### config.mk
export PLATFORM = sky130hd
export DESIGN_NAME = render_frame_scheduler
export DESIGN_NICKNAME = d
export VERILOG_FILES = /design/src/rtl/render_frame_scheduler.sv
export SDC_FILE = /design/constraint.sdc
export NUM_CORES = 1
export LEC_CHECK = 0
export CORE_MARGIN = 4
export CORE_UTILIZATION = 59
export CTS_CLUSTER_SIZE = 12
export DETAILED_ROUTE_END_ITERATION = 10
export DONT_BUFFER_PORTS = 1
export PLACE_DENSITY = 0.84
export SLEW_MARGIN = 20
export SYNTH_ARGS = -nofsm -noshare
export SYNTH_HDL_FRONTEND = slang
export SYNTH_SLANG_ARGS = --single-unit
### constraint.sdc
create_clock -name aclk -period 17.8 [get_ports aclk]
set_input_delay 0.89 -clock aclk [delete_from_list [all_inputs] [get_ports aclk]]
set_output_delay 0.89 -clock aclk [all_outputs]
set_load 0.1 [all_outputs]
### src/rtl/render_frame_scheduler.sv
// Frame sequencer for the full_renderer pipeline.
// Walks the viewport one pixel per handshake, limits outstanding pixels with a
// credit counter, and turns returned pixel coordinates into frame-buffer writes.
module render_frame_scheduler #(
    parameter int START_X       = 390,
    parameter int START_Y       = 390,
    parameter int END_X         = 634,
    parameter int END_Y         = 765,
    parameter int REGION_DIVIDE = 530,
    parameter int MAX_INFLIGHT  = 512,
    parameter int ADDR_W        = 17
) (
    input  logic              aclk,
    input  logic              rst_in,
    input  logic              frame_start,
    output logic [10:0]       hcount_axis_tdata,
    output logic [9:0]        vcount_axis_tdata,
    output logic              hcount_axis_tvalid,
    input  logic              hcount_axis_tready,
    output logic [1:0]        select_objs,
    input  logic              pixel_valid,
    input  logic [10:0]       pixel_hcount,
    input  logic [9:0]        pixel_vcount,
    output logic [ADDR_W-1:0] wr_addr,
    output logic              wr_en,
    output logic              busy,
    output logic              frame_done,
    output logic [7:0]        frames_dropped,
    output logic              err_underflow,
    output logic              err_range
);

    localparam int CNT_W  = $clog2(MAX_INFLIGHT + 1);
    localparam int VIEW_W = END_X - START_X;

    localparam logic [10:0]      FIRST_X = 11'(START_X);
    localparam logic [10:0]      LAST_X  = 11'(END_X - 1);
    localparam logic [10:0]      BOUND_X = 11'(END_X);
    localparam logic [9:0]       FIRST_Y = 10'(START_Y);
    localparam logic [9:0]       LAST_Y  = 10'(END_Y - 1);
    localparam logic [9:0]       BOUND_Y = 10'(END_Y);
    localparam logic [9:0]       DIV_Y   = 10'(REGION_DIVIDE);
    localparam logic [CNT_W-1:0] MAX_CNT = CNT_W'(MAX_INFLIGHT);

    typedef enum logic [1:0] {
        IDLE  = 2'd0,
        ISSUE = 2'd1,
        DRAIN = 2'd2,
        DONE  = 2'd3
    } state_t;

    state_t           state;
    state_t           state_next;
    logic [10:0]      h_ptr;
    logic [9:0]       v_ptr;
    logic [CNT_W-1:0] inflight;
    logic             handshake;
    logic             last_pixel;
    logic             in_range;
    logic             wr_en_p1;
    logic [ADDR_W-1:0] wr_addr_p1;

    // Linear frame-buffer offset of a viewport pixel; computed wide, then truncated.
    function automatic logic [ADDR_W-1:0] pixel_addr(input logic [10:0] h, input logic [9:0] v);
        logic signed [31:0] dx;
        logic signed [31:0] dy;
        logic signed [31:0] lin;
        dx  = signed'(32'(h)) - START_X;
        dy  = signed'(32'(v)) - START_Y;
        lin = dx + dy * VIEW_W;
        return lin[ADDR_W-1:0];
    endfunction

    // Issue-side signals; pointer outputs read as zero outside ISSUE.
    assign hcount_axis_tvalid = (state == ISSUE) && (inflight < MAX_CNT);
    assign handshake          = hcount_axis_tvalid && hcount_axis_tready;
    assign last_pixel         = (h_ptr == LAST_X) && (v_ptr == LAST_Y);
    assign hcount_axis_tdata  = (state == ISSUE) ? h_ptr : 11'd0;
    assign vcount_axis_tdata  = (state == ISSUE) ? v_ptr : 10'd0;
    assign select_objs        = (state != ISSUE) ? 2'b00 :
                                (v_ptr < DIV_Y)   ? 2'b11 : 2'b10;
    assign busy               = (state == ISSUE) || (state == DRAIN);
    assign frame_done         = (state == DONE);
    assign wr_en              = wr_en_p1;
    assign wr_addr            = wr_addr_p1;

    assign in_range = (pixel_hcount >= FIRST_X) && (pixel_hcount < BOUND_X) &&
                      (pixel_vcount >= FIRST_Y) && (pixel_vcount < BOUND_Y);

    // State register.
    always_ff @(posedge aclk) begin
        if (rst_in) state <= IDLE;
        else        state <= state_next;
    end

    // Next-state logic; DRAIN exits only once the last return has been
    // consumed, which is also the edge that registers its write.
    always_comb begin
        state_next = state;
        case (state)
            IDLE:    if (frame_start) state_next = ISSUE;
            ISSUE:   if (handshake && last_pixel) state_next = DRAIN;
            DRAIN:   if ((inflight == '0) && !pixel_valid) state_next = DONE;
            DONE:    state_next = IDLE;
            default: state_next = IDLE;
        endcase
    end

    // Raster pointer: restarts on frame start, advances on every handshake.
    always_ff @(posedge aclk) begin
        if (rst_in) begin
            h_ptr <= FIRST_X;
            v_ptr <= FIRST_Y;
        end else if ((state == IDLE) && frame_start) begin
            h_ptr <= FIRST_X;
            v_ptr <= FIRST_Y;
        end else if (handshake) begin
            if (h_ptr == LAST_X) begin
                h_ptr <= FIRST_X;
                v_ptr <= v_ptr + 10'd1;
            end else begin
                h_ptr <= h_ptr + 11'd1;
            end
        end
    end

    // Credit counter; a return with nothing outstanding is flagged, not counted.
    always_ff @(posedge aclk) begin
        if (rst_in) begin
            inflight      <= '0;
            err_underflow <= 1'b0;
        end else begin
            case ({handshake, pixel_valid})
                2'b10: inflight <= inflight + 1'b1;
                2'b01: begin
                    if (inflight == '0) err_underflow <= 1'b1;
                    else                inflight      <= inflight - 1'b1;
                end
                default: inflight <= inflight;
            endcase
        end
    end

    // Write stage p1: one registered cycle from returned pixel to write strobe.
    always_ff @(posedge aclk) begin
        if (rst_in) begin
            wr_en_p1   <= 1'b0;
            wr_addr_p1 <= '0;
            err_range  <= 1'b0;
        end else begin
            wr_en_p1 <= pixel_valid && in_range;
            if (pixel_valid && in_range)  wr_addr_p1 <= pixel_addr(pixel_hcount, pixel_vcount);
            if (pixel_valid && !in_range) err_range  <= 1'b1;
        end
    end

    // Count frame requests that arrive while a frame is still in progress.
    always_ff @(posedge aclk) begin
        if (rst_in)
            frames_dropped <= 8'd0;
        else if (frame_start && (state != IDLE) && (frames_dropped != 8'hFF))
            frames_dropped <= frames_dropped + 8'd1;
    end

endmodule

==> out/metrics.csv <==
metric;value;unit
CTS sink cnt;61;
end of the worst hold path;inflight[6];
drt initial violations;474;
Fill cells;760;
Die ar.;11380;µm²
R2R Setup Slk;14.41;ns
Arr. time, crit path;6.52;ns
WHS Path Cells;2;
setup repair bufs after CTS;0;
ANT cells;0;
core box area;9371;µm²
first-pass GRT wire length;22100;µm
max_slew headroom;0.2602;
CP Capture Type;register;
worst-skew pair later-pin latency;0.35;ns
share of flip-flops with an asynchronous set or reset;0;
row count;35;
dpl ws;11.24;ns
Tightest Pin Transition;1.108;ns
1st-pass router iterations;7;
vias in the first global route;4769;
max-slew violations;0;
PostCTS Resize Cnt;0;
Final nets;816;
hold buffers post-CTS;0;
Tmin final;6.303;ns
cell with the most instances after synthesis;inv_1;
reg2reg path depth;13;
Synth Register Bits;61;
Reg-to-Reg Start;state[1];
Setup CP Type;in -> reg;
post-synthesis sequential area ratio;0.2126;
GR Overflow Total;0;
Post-synth EDFFs;0;
Synth Net Count;817;
Hold Crit Class;reg -> reg;
root cell of the clock tree;clkbuf_8;
Final Hold Viols;0;
final wirelength;13120;µm
PnR worst setup slack;11.50;ns
Synth cell types;63;
cell taking the most area after synthesis;dfxtp_1;
r2r endpoint;inflight[9];
H-tree depth;3;
GRT Overall Usage;0.2330;
CP Data Required Time;18.02;ns
RSZ-0062 raised after global routing;false;
CTS clk-pin slew, worst paths;0.07;ns
Max-cap violations;0;
CTS tree;built;
chip width;106.7;µm
DRC;0;
pin count of the biggest net entering global routing;50;
FMAX;0.1587;GHz
Synth Area per Inst;8.194;µm²
input/output buffers;0;
Gate Count Post-Synth;701;
Placement Cell Area;5899;µm²
CP Max Fanout;7;
ANT nets after route;0;
count of final setup violators;0;
RePlAce Congestion;0.8298;
DP HPWL;10440;µm
routed vias;4915;
Syn Std Cell Area;5744;µm²
Final Cycle Share;0.3541;
warning count from the yosys run;0;
via/cell ratio;5.893;
ratio of cells with drive above 1 in the final layout;0.05674;
routed len/inst;15.74;µm
Post-synth top flop;dfxtp_1;
synth top area cells;dfxtp_1, ha_1, fa_1, xnor2_1, inv_1;
area grow syn2layout;6.142;%
clock buffer depth;2;
run status;complete, no violations;
post-synth top area share;0.2126;
Initial Util;0.6130;
io pins;80;
critical hold path startpoint;inflight[6];
Fin Clk Skew;0.006547;ns
Die Height;106.7;µm
initial antenna violation count;0;
crit start category;input port;
design area;6097;µm²
total CTS buffers;9;
top post-synthesis cells by count;inv_1, nor2_1, ha_1, dfxtp_1, xnor2_1;
Fin Setup TNS;0;ns
==> flip-flops by register name, indices dropped and copies added, names as in the netlist <==
signal / count
wr_en: 1
v_ptr: 10
err_underflow: 1
err_range: 1
inflight: 10
wr_addr: 17
state: 2
frames_dropped: 8
h_ptr: 11
==> worst max path at each step <==
stage	from	end	slack (ns)	depth (start not counted)
after floorplan	pixel_vcount[1]	wr_addr[16]	11.59	24
final	pixel_vcount[1]	wr_addr[16]	11.50	23
after detailed placement	pixel_vcount[1]	wr_addr[16]	11.24	23
after global routing	pixel_vcount[1]	wr_addr[16]	11.22	23
after CTS	pixel_vcount[1]	wr_addr[16]	11.56	23
after global placement	pixel_vcount[1]	wr_addr[16]	11.45	23
==> through the flow <==
step	util	instances	hold slack [ns]
final	0.6506	834	0.4856
after detailed placement	0.6295	818	0.4786
after global placement	0.6295	818	0.4730
after global routing	0.6506	834	0.5346
after CTS	0.6506	834	0.4908
after floorplan	-	701	0.4489
==> kinds of logic after synthesis <==
group | count (synthesis) | synth area share
flops | 61 | 0.2126
buf+inv | 101 | 0.06622
mux | 12 | 0.02113
simple gates | 246 | 0.2248
fa+ha+maj | 90 | 0.2274
compound gates | 124 | 0.1457
xor+xnor | 67 | 0.1022
==> layout by cell type, fill, tap and decap left out, drive strengths merged, types with 19 or more instances in the layout <==
master	netlist	final
nand3	19	19
xor2	26	26
nor2	75	75
o21ai	30	30
dfxtp	61	61
ha	66	66
and2	21	21
fa	24	24
nand2	39	39
a21oi	32	32
inv	87	89
xnor2	41	41
==> critical path, cell delays in order <==
cell	delay, ns
ha_1	0.26
nor3_1	0.24
xnor2_1	0.25
inv_1	0.13
ha_1	0.35
inv_1	0.06
fa_1	0.47
fa_1	0.52
fa_1	0.54
inv_1	0.04
ha_1	0.20
or3_1	0.32
a311oi_1	0.28
or2_2	0.19
o21ai_0	0.11
xor2_1	0.17
ha_1	0.36
a21o_1	0.19
a21oi_1	0.30
nor3b_1	0.24
a211oi_1	0.11
o21ai_0	0.16
o311ai_0	0.13
==> final cells by class <==
type                    count  area, µm²  share of cell area
flip-flops and latches     61       1221              0.2003
clock inverters             7      73.82             0.01211
clock buffers               9      123.9             0.02032
multi-input cells         539       4175              0.6848
inverters                  87      326.6             0.05356
repair buffers              2      15.01            0.002463
well taps                 129      161.4             0.02647
==> per-layer routing <==
layer  vias up  GRT usage  share of wire
met5         -          0              0
met4         0    0.06941          0.016
met3        20    0.03793          0.051
met2       160     0.3894           0.48
met1      2333     0.3100           0.45
li1       2402          -              -
Power is left out: the tool's default activity adds up to more than one toggle a clock period on the data nets, which glitch-free logic cannot reach.
